<file path="src/rtl/lock_supervisor.sv">
`default_nettype none
// ============================================================================
//  Module   : lock_supervisor
//  Purpose  : Conditions the two raw push-buttons into single-cycle press
//             pulses for the combination lock. Counts failed attempts and
//             enforces a timed lockout. Relocks the lock after an open
//             period and drives the status hex digit.
//  Revision : 1.0  initial release
// ============================================================================
module lock_supervisor #(
   parameter int DEBOUNCE_CYCLES = 4,
   parameter int MAX_FAILS       = 3,
   parameter int LOCKOUT_CYCLES  = 16,
   parameter int OPEN_CYCLES     = 8
) (
   input  logic       clk,
   input  logic       reset_in,
   input  logic       btn0_raw,
   input  logic       btn1_raw,
   input  logic [3:0] lock_state,
   input  logic       lock_open,
   output logic       b0_out,
   output logic       b1_out,
   output logic       lock_reset_out,
   output logic       unlocked,
   output logic       lockout,
   output logic [3:0] fail_count,
   output logic [3:0] status_hex
);

   // The debounce counter only needs to reach DEBOUNCE_CYCLES-1 before the level flips
   localparam int                c_DB_W     = (DEBOUNCE_CYCLES > 1) ? $clog2(DEBOUNCE_CYCLES) : 1;
   localparam logic [c_DB_W-1:0] c_DB_LAST  = c_DB_W'(DEBOUNCE_CYCLES - 1);
   localparam int                c_TMR_MAX  = (LOCKOUT_CYCLES > OPEN_CYCLES) ? LOCKOUT_CYCLES : OPEN_CYCLES;
   localparam int                c_TMR_W    = $clog2(c_TMR_MAX + 1);
   localparam logic [c_TMR_W-1:0] c_T_LOCK  = c_TMR_W'(LOCKOUT_CYCLES);
   localparam logic [c_TMR_W-1:0] c_T_OPEN  = c_TMR_W'(OPEN_CYCLES);
   localparam logic [c_TMR_W-1:0] c_T_ONE   = c_TMR_W'(1);
   localparam logic [3:0]        c_MAX_FAIL = 4'(MAX_FAILS);

   typedef enum logic [1:0] {
      ST_ARMED   = 2'd0,
      ST_OPEN    = 2'd1,
      ST_LOCKOUT = 2'd2
   } state_t;

   logic [1:0]         w_raw;
   logic [1:0]         w_press;
   logic               w_both;
   logic               w_fail_lock;
   logic               w_fail;
   logic               w_open_rise;
   logic [3:0]         w_fail_next;

   state_t             r_state;
   logic [c_TMR_W-1:0] r_timer;
   logic [3:0]         r_fail;
   logic               r_b0;
   logic               r_b1;
   logic               r_lock_reset;
   logic               r_post_rst;
   logic               r_unlocked;
   logic               r_lockout;
   logic [3:0]         r_status;
   logic [3:0]         r_prev_state;
   logic               r_prev_open;

   assign w_raw = {btn1_raw, btn0_raw};

   generate
      for (genvar gi = 0; gi < 2; gi++) begin : g_btn
         logic              r_sync1;
         logic              r_sync2;
         logic              r_lvl;
         logic              r_lvl_d;
         logic [c_DB_W-1:0] r_cnt;

         // Synchronise, then accept a new level only after a full run of mismatching samples
         always_ff @(posedge clk) begin
            if (reset_in) begin
               r_sync1 <= 1'b0;
               r_sync2 <= 1'b0;
               r_lvl   <= 1'b0;
               r_lvl_d <= 1'b0;
               r_cnt   <= '0;
            end else begin
               r_sync1 <= w_raw[gi];
               r_sync2 <= r_sync1;
               r_lvl_d <= r_lvl;
               if (r_sync2 != r_lvl) begin
                  if (r_cnt == c_DB_LAST) begin
                     r_lvl <= r_sync2;
                     r_cnt <= '0;
                  end else begin
                     r_cnt <= r_cnt + 1'b1;
                  end
               end else begin
                  r_cnt <= '0;
               end
            end
         end

         // Only a rising debounced level is a press
         assign w_press[gi] = r_lvl & ~r_lvl_d;
      end
   endgenerate

   // Event decode. While the lock is being reset its sampled outputs are stale, so ignore them
   always_comb begin
      w_both      = w_press[0] & w_press[1];
      w_fail_lock = ~r_lock_reset
                    & ((r_prev_state == 4'd2) | (r_prev_state == 4'd3) | (r_prev_state == 4'd4))
                    & ((lock_state == 4'd0) | (lock_state == 4'd1));
      w_fail      = w_fail_lock | w_both;
      w_open_rise = ~r_lock_reset & lock_open & ~r_prev_open;
      w_fail_next = r_fail + 4'd1;
   end

   // Supervisor state machine with all outputs registered
   always_ff @(posedge clk) begin
      if (reset_in) begin
         r_state      <= ST_ARMED;
         r_timer      <= '0;
         r_fail       <= 4'd0;
         r_b0         <= 1'b0;
         r_b1         <= 1'b0;
         r_lock_reset <= 1'b1;
         r_post_rst   <= 1'b1;
         r_unlocked   <= 1'b0;
         r_lockout    <= 1'b0;
         r_status     <= 4'h0;
         r_prev_state <= 4'd0;
         r_prev_open  <= 1'b0;
      end else begin
         r_post_rst   <= 1'b0;
         r_prev_state <= r_lock_reset ? 4'd0 : lock_state;
         r_prev_open  <= r_lock_reset ? 1'b0 : lock_open;
         r_b0         <= 1'b0;
         r_b1         <= 1'b0;
         unique case (r_state)
            ST_ARMED: begin
               // Keep the lock in reset for one extra cycle after our own reset
               r_lock_reset <= r_post_rst;
               r_status     <= r_lock_reset ? 4'h0 : lock_state;
               r_b0         <= w_press[0] & ~w_both;
               r_b1         <= w_press[1] & ~w_both;
               if (w_open_rise) begin
                  r_state    <= ST_OPEN;
                  r_fail     <= 4'd0;
                  r_timer    <= c_T_OPEN;
                  r_unlocked <= 1'b1;
                  r_status   <= 4'hA;
               end else if (w_fail && (r_fail < c_MAX_FAIL)) begin
                  r_fail <= w_fail_next;
                  if (w_fail_next == c_MAX_FAIL) begin
                     r_state      <= ST_LOCKOUT;
                     r_timer      <= c_T_LOCK;
                     r_lock_reset <= 1'b1;
                     r_lockout    <= 1'b1;
                     r_status     <= 4'hE;
                     r_b0         <= 1'b0;
                     r_b1         <= 1'b0;
                  end
               end
            end
            ST_OPEN: begin
               r_b0 <= w_press[0] & ~w_both;
               r_b1 <= w_press[1] & ~w_both;
               if ((r_timer == c_T_ONE) || !lock_open) begin
                  r_state      <= ST_ARMED;
                  r_timer      <= '0;
                  r_lock_reset <= 1'b1;
                  r_unlocked   <= 1'b0;
                  r_status     <= lock_state;
               end else begin
                  r_timer      <= r_timer - c_T_ONE;
                  r_lock_reset <= 1'b0;
                  r_status     <= 4'hA;
               end
            end
            ST_LOCKOUT: begin
               if (r_timer == c_T_ONE) begin
                  r_state      <= ST_ARMED;
                  r_timer      <= '0;
                  r_fail       <= 4'd0;
                  r_lock_reset <= 1'b0;
                  r_lockout    <= 1'b0;
                  r_status     <= 4'h0;
               end else begin
                  r_timer      <= r_timer - c_T_ONE;
                  r_lock_reset <= 1'b1;
                  r_status     <= 4'hE;
               end
            end
            default: begin
               r_state      <= ST_ARMED;
               r_lock_reset <= 1'b1;
               r_unlocked   <= 1'b0;
               r_lockout    <= 1'b0;
            end
         endcase
      end
   end

   assign b0_out         = r_b0;
   assign b1_out         = r_b1;
   assign lock_reset_out = r_lock_reset;
   assign unlocked       = r_unlocked;
   assign lockout        = r_lockout;
   assign fail_count     = r_fail;
   assign status_hex     = r_status;

endmodule
`default_nettype wire

</file>
<file path="config.mk">
export PLATFORM = sky130hd
export DESIGN_NAME = lock_supervisor
export DESIGN_NICKNAME = d
export VERILOG_FILES = /design/src/rtl/lock_supervisor.sv
export SDC_FILE = /design/constraint.sdc
export NUM_CORES = 1
export LEC_CHECK = 0
export ABC_CLOCK_PERIOD_IN_PS = 2000
export CORE_ASPECT_RATIO = 0.6
export CORE_UTILIZATION = 49
export DETAILED_ROUTE_END_ITERATION = 8
export MAX_ROUTING_LAYER = met4
export PLACE_DENSITY = 0.75
export SLEW_MARGIN = 40
export SYNTH_ARGS = -nofsm -noshare
export SYNTH_HDL_FRONTEND = slang
export SYNTH_SLANG_ARGS = --single-unit
</file>
<file path="constraint.sdc">
create_clock -name clk -period 2 [get_ports clk]
set_input_delay 0.4 -clock clk [delete_from_list [all_inputs] [get_ports clk]]
set_output_delay 0.4 -clock clk [all_outputs]
set_load 0.005 [all_outputs]
</file>
==> results of run 1 <==
## path summary, 6_finish.rpt
| kind | to | start | slack [ns] |
|---|---|---|---|
| min reg2reg | g_btn[0].r_cnt[0]$_SDFF_PP0_ | g_btn[0].r_cnt[0]$_SDFF_PP0_ | 0.42 |
| max reg2reg | r_timer[2]$_SDFFE_PP0P_ | r_prev_state[3]$_SDFF_PP0_ | 0.06 |
| max | r_timer[2]$_SDFFE_PP0P_ | r_prev_state[3]$_SDFF_PP0_ | 0.06 |
| min | g_btn[0].r_cnt[0]$_SDFF_PP0_ | g_btn[0].r_cnt[0]$_SDFF_PP0_ | 0.42 |
## per-stage QoR
stage | utilization, % | setup slack (ns) | cell area (um^2) | instances
3_3_place_gp | 65.3 | -0.384 | 2170 | 272
3_5_place_dp | 65.3 | -0.465 | 2170 | 272
5_1_grt | 70.1 | -0.00576 | 2330 | 285
4_1_cts | 70.0 | -0.0259 | 2320 | 285
6_report | 70.1 | 0.0591 | 2330 | 285
2_1_floorplan | - | 0.0593 | 1750 | 188
## power by group through the flow
stage          Sequential [W]  Clock (W)  Combinational (W)
2_1_floorplan        0.000814          0          0.0000990
3_3_place_gp         0.000814          0           0.000202
3_5_place_dp         0.000816          0           0.000209
4_1_cts              0.000798   0.000645           0.000213
5_1_grt              0.000802   0.000678           0.000233
6_report             0.000799   0.000636           0.000213
## registers in the layout, indices dropped and copies added (netlist names), 2 cells and up
name	cells
fail_count	4
g_btn.r_cnt	4
g_btn.r_lvl	2
g_btn.r_lvl_d	2
g_btn.r_sync1	2
g_btn.r_sync2	2
r_prev_state	4
r_state	2
r_timer	5
status_hex	4
## cells by family after synthesis
kind of cell / Yosys count
mux: 4
xor+xnor: 3
flops: 38
buf+inv: 16
compound gates: 42
simple gates: 75
fa+ha+maj: 10
## cells in the final DEF, fill, tap and decap left out, drive strengths merged, types with 6 or more instances in the layout
master	n
and2	8
inv	11
ha	10
a21oi	12
nand2	11
buf	28
clkdlybuf4s50	19
nor2	14
or3	6
dfxtp	38
nand2b	7
nor2b	10
a211oi	6
## cell type report
class	count	share of cell area (%)
repair buffers	49	17.9
inverters	11	1.77
well taps	45	2.42
multi-input cells	134	40.4
clock buffers	5	2.96
clock inverters	3	1.72
flip-flops and latches	38	32.8
## cell usage after synthesis (all sizes together) (2+ instances only)
cell type,n
clkbuf,4
nor3,3
inv,11
nand4b,2
or3,6
nand2,11
o211ai,2
or4,4
mux2i,4
a311oi,2
a31oi,2
o21ai,5
ha,10
a21boi,2
nand3,3
nand2b,7
dfxtp,38
a21oi,12
nor2b,10
xnor2,3
and2,8
a22o,2
nor2,14
or3b,2
a211oi,6
## layer usage
metal | share of wire [%] | up-vias | wire length, um | GRT usage, %
met5 | 0 | - | 0 | -
met4 | 1.1 | 0 | 44 | 8.73
met3 | 6.4 | 6 | 268 | 5.61
met2 | 46 | 35 | 1910 | 39.5
met1 | 47 | 752 | 1960 | 31.2
li1 | - | 772 | - | -
## what timing repair did
item	in CTS	in global routing
resized for setup	7	3
pin swaps	5	2
endpoints found under the setup margin	13	12
cloned	0	0
endpoints found under the hold margin	0	0
setup buffers	5	1
==> impl_results.md, run 1 <==
* Htree depth at 2
* GRT Overall Usage at 24.6%
* Max FO, Critical Path at 5
* Initial antenna violation count at 0
* CTS tree: done
* Drt total wl at 4180 um
* Synth area leaders: dfxtp_1, ha_1, nor2b_1
* Clk_lat worst skew at 0.29 ns
* Crit path max-delay family: simple AND/OR/NAND/NOR gates
* Syn Inst Count at 188
* Mean area per synthesized cell at 9.30 um^2
* Proportion of synthesized area in mux cells at 2.29%
* Synth cell types at 43
* Wire per inst at 14.7 um
* Mapped Area at 1750 um^2
* Clock power share at 38.6%
* Die height at 48.3 um
* Adder-Cell Fraction of Synth Area at 7.15%
* Vias per cell at 5.49
* Post-synthesis sequential area ratio at 43.5%
* WP data arrival at 2.16 ns
* Slew @ Worst Pin at 0.559 ns
* DP Wirelength at 3220 um
* DR DRC count at 0
* Detailed-route via count at 1,565
* P_int at 0.00126 W
* Number of global-route vias before repair at 1,394
* CP max-delay cell: or4_4
* I/O pin total at 22
* DRT iter0 DRCs at 74
* Worst path bufs/invs at 1
* Main synth FF type: dfxtp_1
* Mapped Nets at 207
* Nets@finish at 258
* Critical path capture point type: flop
* Hold buffers post-CTS at 0
* Reg2Reg Depth at 6
* P&R area growth vs syn at 33.1%
* RSZ-0062 raised after global routing: yes
* Critical path cell sequence: or4_4 -> a211oi_4 -> buf_4 -> a211oi_2 -> or3_1 -> a21oi_1
* Slew Viols, Final at 0
* Largest family of logic cells by synthesized area: simple AND/OR/NAND/NOR gates
* Combinational share of power at 12.9%
* Worst-case clock buffer depth at 2
* WHS at 0.421 ns
* Fin. Hold Viols at 0
* Register area at 763 um^2
* Synth Area in Simple Gates at 24.6%
* CTS buffer count at 5
* Clock-pin slew on the worst setup and hold paths at 0.07 ns
* Die Wd at 79.1 um
* CP Launch Type: flop
* Starting Density at 52.6%
* Largest net degree at the start of global routing at 13
* Fillers at 263
* ANT cells at 0
* Worst slew margin at 62.5%
* Seq pwr share at 48.5%
* Synth top area share at 43.5%
* WHS Path Cells at 1
* XOR/XNOR Fraction of Synth Area at 1.50%
* VDD IR max at 0.539 mV
* Leak pwr at 0.928 nW
* Port-buffer cells at 21
* Final setup violation count at 0
* Yosys top cell by area: dfxtp_1
* Crit path depth at 6
* Delay of the slowest critical-path stage at 0.54 ns
* Compound-gate portion of the synthesized area at 17.5%
* Post-route antenna net violation count at 0
* Yosys warns at 0
* Sw Ratio at 23.3%
* Core area at 3320 um^2
* Worst Path Required at 2.22 ns
* Grt ovf at 0
* DRT Pass-1 Iters at 4
* Worst Clk Skew at 0.00819 ns
* Power Total at 0.00165 W
* Max Clock Freq at 515 MHz
* Power density over the cells at 708 nW/um^2
* Row count at 16
* Post-synthesis register bit count at 38
* Multi-input gate area in the final layout at 941 um^2
* Max-cap violation count at 0
* Clock sinks at 38
* EDFF count, synth at 0
* Root cell of the clock tree: clkbuf_8
* Outcome: complete, no violations
* Layout cells sized above 1 at 20.0%
* Ys async rst share at 0%
* RePlAce Congestion at 0.868
* P_sw at 0.000385 W
* Final period util at 97.0%
* Kind of critical path: reg2reg
* Hold/Removal Path Class: reg2reg
* Final setup TNS at 0 ns
* First-pass GRT wire length at 6570 um
* Die area at 3820 um^2
* Final worst path period need at 1.94 ns
No activity file was read; power rests on OpenSTA's default activity.
==> run 2, diff against run 1 <==
--- a/config.mk
+++ b/config.mk
@@ -7,10 +7,10 @@
 export LEC_CHECK = 0
 export ABC_CLOCK_PERIOD_IN_PS = 2000
 export CORE_ASPECT_RATIO = 0.6
-export CORE_UTILIZATION = 49
+export CORE_UTILIZATION = 30
 export DETAILED_ROUTE_END_ITERATION = 8
 export MAX_ROUTING_LAYER = met4
-export PLACE_DENSITY = 0.75
+export PLACE_DENSITY = 0.52
 export SLEW_MARGIN = 40
 export SYNTH_ARGS = -nofsm -noshare
 export SYNTH_HDL_FRONTEND = slang
==> run 2 against run 1 <==
  * Setup slack got worse by 0.0019 ns
  * Register-to-register slack hardly changed
  * Die area up 61%
  * Flip-flop and latch count unchanged
  * Hold slack gained 0.0042 ns
  * Count of clock-buffer cells in the layout increased by 1
  * Critical path type unchanged
  * Largest power group unchanged
==> impl_results.md, run 2 (same netlist as run 1, synthesis figures left out) <==
* CTS buffer count at 5 (unchanged)
* Detailed-route via count at 1,460 (was 1,565)
* Drt total wl at 4130 um (was 4180 um)
* WHS Path Cells at 1 (unchanged)
* First-pass GRT wire length at 6800 um (was 6570 um)
* Combinational share of power at 14.5% (was 12.9%)
* Max Clock Freq at 515 MHz (about the same)
* Fin. Hold Viols at 0 (unchanged)
* Number of global-route vias before repair at 1,356 (was 1,394)
* Port-buffer cells at 21 (unchanged)
* P_sw at 0.000375 W (was 0.000385 W)
* Nets@finish at 256 (was 258)
* Die Wd at 101 um (was 79.1 um)
* Root cell of the clock tree: clkbuf_8 (unchanged)
* Max reg flops at 5 (unchanged)
* Wire per inst at 13.0 um (was 14.7 um)
* P&R area growth vs syn at 34.3% (was 33.1%)
* Power Total at 0.00151 W (was 0.00165 W)
* Reg2reg start: lock_reset_out$_SDFF_PP1_ (was r_prev_state[3]$_SDFF_PP0_)
* Htree depth at 2 (unchanged)
* DR DRC count at 0 (unchanged)
* Final setup violation count at 0 (unchanged)
* RePlAce Congestion at 0.807 (was 0.868)
* Final period util at 97.1% (was 97.0%)
* Multi-input gate area in the final layout at 963 um^2 (was 941 um^2)
* Die height at 61.1 um (was 48.3 um)
* Worst slew margin at 65.0% (was 62.5%)
* Starting Density at 31.3% (was 52.6%)
* Slew Viols, Final at 0 (unchanged)
* DP Wirelength at 3080 um (was 3220 um)
* Worst Path Required at 2.22 ns (about the same)
* Power density over the cells at 643 nW/um^2 (was 708 nW/um^2)
* Initial antenna violation count at 0 (unchanged)
* Clk_lat worst skew at 0.29 ns (about the same)
* Critical path capture point type: flop (unchanged)
* Clock power share at 32.7% (was 38.6%)
* Fillers at 543 (was 263)
* Largest net degree at the start of global routing at 17 (was 13)
* Clock sinks at 38 (unchanged)
* CP Launch Type: flop (unchanged)
* Commonest non-fill, non-tap cells in the layout: dfxtp_1, buf_4, clkdlybuf4s50_1 (unchanged)
* Hold/Removal Path Class: reg2reg (unchanged)
* Worst Clk Skew at 0.00725 ns (was 0.00819 ns)
* Clock-pin slew on the worst setup and hold paths at 0.08 ns (was 0.07 ns)
* Die area at 6150 um^2 (was 3820 um^2)
* Max FO, Critical Path at 8 (was 5)
* Layout cells sized above 1 at 18.6% (was 20.0%)
* VDD IR max at 0.236 mV (was 0.539 mV)
* Leak pwr at 0.901 nW (was 0.928 nW)
* GRT Overall Usage at 15.3% (was 24.6%)
* Reg with most FFs: r_timer (unchanged)
* Max-cap violation count at 0 (unchanged)
* Slew @ Worst Pin at 0.522 ns (was 0.559 ns)
* DP Area at 2220 um^2 (was 2170 um^2)
* DP Cell Count at 308 (was 272)
* Register area at 761 um^2 (was 763 um^2)
* RSZ-0062 raised after global routing: yes (unchanged)
* I/O pin total at 22 (unchanged)
* Seq pwr share at 52.8% (was 48.5%)
* Hold path endpoint: g_btn[0].r_cnt[0]$_SDFF_PP0_ (unchanged)
* Kind of critical path: reg2reg (unchanged)
* Outcome: complete, no violations (unchanged)
* Post-Layout Cell Count at 317 (was 285)
* DRT iter0 DRCs at 61 (was 74)
* P_int at 0.00114 W (was 0.00126 W)
* RR Endpoint: r_timer[1]$_SDFFE_PP0P_ (was r_timer[2]$_SDFFE_PP0P_)
* Sw Ratio at 24.8% (was 23.3%)
* Final worst path period need at 1.94 ns (about the same)
* Reg2Reg Depth at 6 (unchanged)
* WP data arrival at 2.16 ns (about the same)
* Core area at 5600 um^2 (was 3320 um^2)
* Worst Hold Launch: g_btn[0].r_cnt[0]$_SDFF_PP0_ (unchanged)
* Cell area after layout at 2350 um^2 (was 2330 um^2)
* Vias per cell at 4.61 (was 5.49)
* CTS tree: done (unchanged)
* Worst-case clock buffer depth at 2 (unchanged)
* Fin util at 42.0% (was 70.1%)
* ANT cells at 0 (unchanged)
* Grt ovf at 0 (unchanged)
* Post-route antenna net violation count at 0 (unchanged)
* Commonest non-fill, non-tap cell in the layout: dfxtp_1 (unchanged)
* Flop-to-flop setup slack at 0.06 ns (about the same)
* Row count at 21 (was 16)
* DRT Pass-1 Iters at 4 (unchanged)
-- run 2: cell types whose count changed in the layout (fill, tap and decap cells not counted), moves of 2 or more --
| cell | delta |
|---|---|
| a21oi_1 | -3 |
| a21oi_2 | +3 |
| buf_4 | -2 |
| clkinv_2 | -2 |
| dfxtp_1 | +2 |
| dfxtp_2 | -2 |
-- run 2: worst max-delay path, stage by stage (launching register included) --
cell and delay [ns]:
dfxtp_1 0.32, or4_4 0.53, a211oi_4 0.26, buf_4 0.18, a211oi_4 0.08, or3_1 0.36, a21oi_1 0.14
-- run 2: worst max-delay path by stage --
stage / from / endpoint / slack (ns) / depth (start not counted)
final: lock_reset_out$_SDFF_PP1_ / r_timer[1]$_SDFFE_PP0P_ / 0.06 / 6
after floorplan: r_timer[0]$_SDFFE_PP0P_ / fail_count[1]$_SDFFE_PP0P_ / 0.06 / 7
after global routing: r_timer[1]$_SDFFE_PP0P_ / fail_count[0]$_SDFFE_PP0P_ / -0.01 / 7
after global placement: lock_state[2] / r_timer[2]$_SDFFE_PP0P_ / -0.50 / 6
after detailed placement: lock_state[2] / r_timer[2]$_SDFFE_PP0P_ / -0.52 / 6
after CTS: lock_reset_out$_SDFF_PP1_ / fail_count[0]$_SDFFE_PP0P_ / -0.02 / 5
-- run 2: metal layers --
metal | track usage, % | vias to the layer above | wire [um] | share of wire (%)
met1 | 22.9 | 659 | 2370 | 57
met4 | 4.35 | 0 | 31 | 0.75
met2 | 19.2 | 31 | 1460 | 35
met3 | 4.31 | 4 | 279 | 6.7
met5 | - | - | 0 | 0
li1 | - | 766 | - | -
-- run 2: layout make-up --
class | count | share of cell area (%)
clock buffer | 6 | 3.09
sequential | 38 | 32.4
clock inverter | 1 | 0.319
inverter | 11 | 1.76
timing repair buffer | 47 | 17.2
tap | 80 | 4.26
multi-input combinational | 134 | 41.0
-- run 2: through the flow --
stage | setup WS [ns] | hold WS (ns) | TNS, ns
floorplan | 0.0593 | 0.397 | 0
global placement | -0.502 | 0.410 | -6.72
detailed placement | -0.517 | 0.414 | -6.71
CTS | -0.0180 | 0.430 | -0.0255
global route | -0.0109 | 0.449 | -0.0109
finish | 0.0572 | 0.425 | 0
-- run 2: timing repair --
| action | 4_1_cts | 5_1_grt |
|---|---|---|
| pin swaps | 6 | 5 |
| gates resized for setup | 7 | 7 |
| buffers inserted | 2 | 0 |
| hold endpoints to repair | 0 | 0 |
| hold buffers | 0 | 0 |
| setup endpoints to repair | 11 | 7 |
-- run 2: power by group through the flow --
| stage | combinational [W] | clock, W | sequential (W) |
|---|---|---|---|
| final | 0.000220 | 0.000494 | 0.000798 |
| after global routing | 0.000241 | 0.000551 | 0.000802 |
| after CTS | 0.000215 | 0.000515 | 0.000798 |
| after detailed placement | 0.000209 | 0 | 0.000815 |
| after global placement | 0.000213 | 0 | 0.000815 |
| after floorplan | 0.0000990 | 0 | 0.000814 |
==> run 3, diff against run 2 <==
--- a/config.mk
+++ b/config.mk
@@ -7,11 +7,13 @@
 export LEC_CHECK = 0
 export ABC_CLOCK_PERIOD_IN_PS = 2000
 export CORE_ASPECT_RATIO = 0.6
-export CORE_UTILIZATION = 30
+export CORE_UTILIZATION = 45
+export CTS_BUF_LIST = sky130_fd_sc_hd__clkbuf_16
 export DETAILED_ROUTE_END_ITERATION = 8
 export MAX_ROUTING_LAYER = met4
-export PLACE_DENSITY = 0.52
+export PLACE_DENSITY = 0.72
 export SLEW_MARGIN = 40
 export SYNTH_ARGS = -nofsm -noshare
 export SYNTH_HDL_FRONTEND = slang
 export SYNTH_SLANG_ARGS = --single-unit
+export TNS_END_PERCENT = 30
==> run 3 against run 2 <==
  * Sequential share of layout area is 0.40 points lower
  * Final area grew 2.1%
  * Flip-flop and latch count unchanged
  * Total power increased by 25%
  * Count of clock-buffer cells in the layout down 1
  * Hold slack got worse by 0.0049 ns
  * Highest routed layer unchanged
  * Sequential power barely moved
  * Final cell count decreased by 11%
  * Clock power up 74%
  * Global-route usage rose by 8.5 points
  * Via count rose by 5.5%
==> impl_results.md, run 3 (same netlist as run 1, synthesis figures left out) <==
* CTS buffer count at 5 (unchanged)
* Worst Path Required at 2.21 ns (was 2.22 ns)
* Reg2Reg Depth at 7 (was 6)
* Max reg flops at 5 (unchanged)
* Die height at 50.3 um (was 61.1 um)
* Flop-to-flop setup slack at 0.04 ns (was 0.06 ns)
* Htree depth at 2 (unchanged)
* WHS at 0.420 ns (was 0.425 ns)
* Nets@finish at 253 (was 256)
* P_sw at 0.000412 W (was 0.000375 W)
* VDD IR max at 0.444 mV (was 0.236 mV)
* P_int at 0.00148 W (was 0.00114 W)
* Clock power share at 45.7% (was 32.7%)
* CP Launch Type: flop (unchanged)
* Clock-pin slew on the worst setup and hold paths at 0.05 ns (was 0.08 ns)
* CTS tree: done (unchanged)
* Port-buffer cells at 21 (unchanged)
* Worst slew margin at 65.5% (was 65.0%)
* Max Clock Freq at 511 MHz (was 515 MHz)
* Leak pwr at 0.928 nW (was 0.901 nW)
* Worst Clk Skew at 0.00473 ns (was 0.00725 ns)
* DP Cell Count at 271 (was 308)
* Number of global-route vias before repair at 1,425 (was 1,356)
* Die Wd at 82.5 um (was 101 um)
* I/O pin total at 22 (unchanged)
* Commonest non-fill, non-tap cells in the layout: dfxtp_1, buf_4, clkdlybuf4s50_1 (unchanged)
* Final worst path period need at 1.96 ns (was 1.94 ns)
* P&R area growth vs syn at 37.1% (was 34.3%)
* ANT cells at 0 (unchanged)
* Starting Density at 47.3% (was 31.3%)
* Power density over the cells at 787 nW/um^2 (was 643 nW/um^2)
* Sw Ratio at 21.8% (was 24.8%)
* Power Total at 0.00189 W (was 0.00151 W)
* Critical path capture point type: flop (unchanged)
* Outcome: complete, no violations (unchanged)
* Clk_lat worst skew at 0.28 ns (was 0.29 ns)
* DRT iter0 DRCs at 91 (was 61)
* Largest net degree at the start of global routing at 13 (was 17)
* Worst-case clock buffer depth at 2 (unchanged)
* Vias per cell at 5.48 (was 4.61)
* DP Area at 2150 um^2 (was 2220 um^2)
* Layout cells sized above 1 at 21.8% (was 18.6%)
* Cell area after layout at 2400 um^2 (was 2350 um^2)
* Wire per inst at 15.8 um (was 13.0 um)
* Kind of critical path: reg2reg (unchanged)
* Row count at 17 (was 21)
* Post-Layout Cell Count at 281 (was 317)
* Max FO, Critical Path at 3 (was 8)
* First-pass GRT wire length at 7000 um (was 6800 um)
* Fin util at 64.8% (was 42.0%)
* GRT Overall Usage at 23.9% (was 15.3%)
* WP data arrival at 2.17 ns (was 2.16 ns)
* Worst setup path end: fail_count[1]$_SDFFE_PP0P_ (was r_timer[1]$_SDFFE_PP0P_)
* Fin. Hold Viols at 0 (unchanged)
* Post-route antenna net violation count at 0 (unchanged)
* Drt total wl at 4430 um (was 4130 um)
* Slew Viols, Final at 0 (unchanged)
* DR DRC count at 0 (unchanged)
* Root cell of the clock tree: clkbuf_16 (was clkbuf_8)
* Commonest non-fill, non-tap cell in the layout: dfxtp_1 (unchanged)
* Final setup violation count at 0 (unchanged)
* Final period util at 97.9% (was 97.1%)
* Combinational share of power at 12.0% (was 14.5%)
* Critical Path Start: r_timer[1]$_SDFFE_PP0P_ (was lock_reset_out$_SDFF_PP1_)
* Grt ovf at 0 (unchanged)
* Slew @ Worst Pin at 0.516 ns (was 0.522 ns)
* RR Endpoint: fail_count[1]$_SDFFE_PP0P_ (was r_timer[1]$_SDFFE_PP0P_)
* Detailed-route via count at 1,541 (was 1,460)
* DRT Pass-1 Iters at 4 (unchanged)
* Core area at 3700 um^2 (was 5600 um^2)
* DP Wirelength at 3290 um (was 3080 um)
* Hold/Removal Path Class: reg2reg (unchanged)
* Max-cap violation count at 0 (unchanged)
* Reg2reg start: r_timer[1]$_SDFFE_PP0P_ (was lock_reset_out$_SDFF_PP1_)
* Die area at 4150 um^2 (was 6150 um^2)
* Reg with most FFs: r_timer (unchanged)
* Seq pwr share at 42.3% (was 52.8%)
* RSZ-0062 raised after global routing: yes (unchanged)
* Clock sinks at 38 (unchanged)
* Initial antenna violation count at 0 (unchanged)
* RePlAce Congestion at 0.857 (was 0.807)
run 3: how the worst min path moves through the flow:
stage,start,endpoint,slack [ns],cells after the start
2_1_floorplan,g_btn[0].r_cnt[0]$_SDFF_PP0_,g_btn[0].r_cnt[0]$_SDFF_PP0_,0.40,1
3_3_place_gp,g_btn[0].r_cnt[0]$_SDFF_PP0_,g_btn[0].r_cnt[0]$_SDFF_PP0_,0.40,1
3_5_place_dp,g_btn[1].r_cnt[0]$_SDFF_PP0_,g_btn[1].r_cnt[0]$_SDFF_PP0_,0.41,1
4_1_cts,g_btn[1].r_cnt[0]$_SDFF_PP0_,g_btn[1].r_cnt[0]$_SDFF_PP0_,0.42,1
5_1_grt,g_btn[1].r_cnt[0]$_SDFF_PP0_,g_btn[1].r_cnt[0]$_SDFF_PP0_,0.45,1
6_report,g_btn[1].r_cnt[0]$_SDFF_PP0_,g_btn[1].r_cnt[0]$_SDFF_PP0_,0.42,1
run 3: cell type report:
class	instances	area [um^2]
Timing Repair Buffer	44	385
Fill cell	286	1300
Clock buffer	5	125
Multi-Input combinational cell	134	987
Inverter	11	41.3
Sequential cell	38	767
Clock inverter	2	33.8
Tap cell	47	58.8
run 3: what timing repair did:
action                     CTS  global route
buffers inserted             3             0
hold buffers                 0             0
setup endpoints to repair   11             7
hold endpoints to repair     0             0
gates resized for setup     15             9
pin swaps                    6             2
gates cloned                 0             0
run 3: per-stage QoR:
stage	setup slack [ns]	TNS, ns
final	0.0412	0
after global placement	-0.416	-5.54
after global routing	-0.0124	-0.0157
after detailed placement	-0.465	-6.15
after CTS	-0.00208	-0.00208
after floorplan	0.0593	0
run 3: critical path, cell delays in order, from the launching register on:
cell and delay, ns:
dfxtp_2 0.33, inv_2 0.06, ha_1 0.13, or4b_4 0.47, mux2i_2 0.20, o221ai_2 0.14
or4_1 0.44, a21oi_2 0.13
run 3: power groups by stage:
stage          Combinational, W  Clock, W  Sequential [W]
3_5_place_dp           0.000207         0        0.000817
2_1_floorplan         0.0000990         0        0.000814
3_3_place_gp           0.000201         0        0.000815
6_report               0.000227  0.000862        0.000800
4_1_cts                0.000218  0.000874        0.000799
5_1_grt                0.000244  0.000909        0.000802
run 3: per-layer routing:
metal | wire length (um) | global-route usage (%) | part of all wire [%] | vias up
met1 | 2100 | 32.7 | 47 | 729
li1 | - | - | - | 763
met5 | 0 | - | 0 | -
met4 | 20 | 5.75 | 0.45 | 0
met3 | 320 | 7.45 | 7.2 | 2
met2 | 1990 | 34.0 | 45 | 47
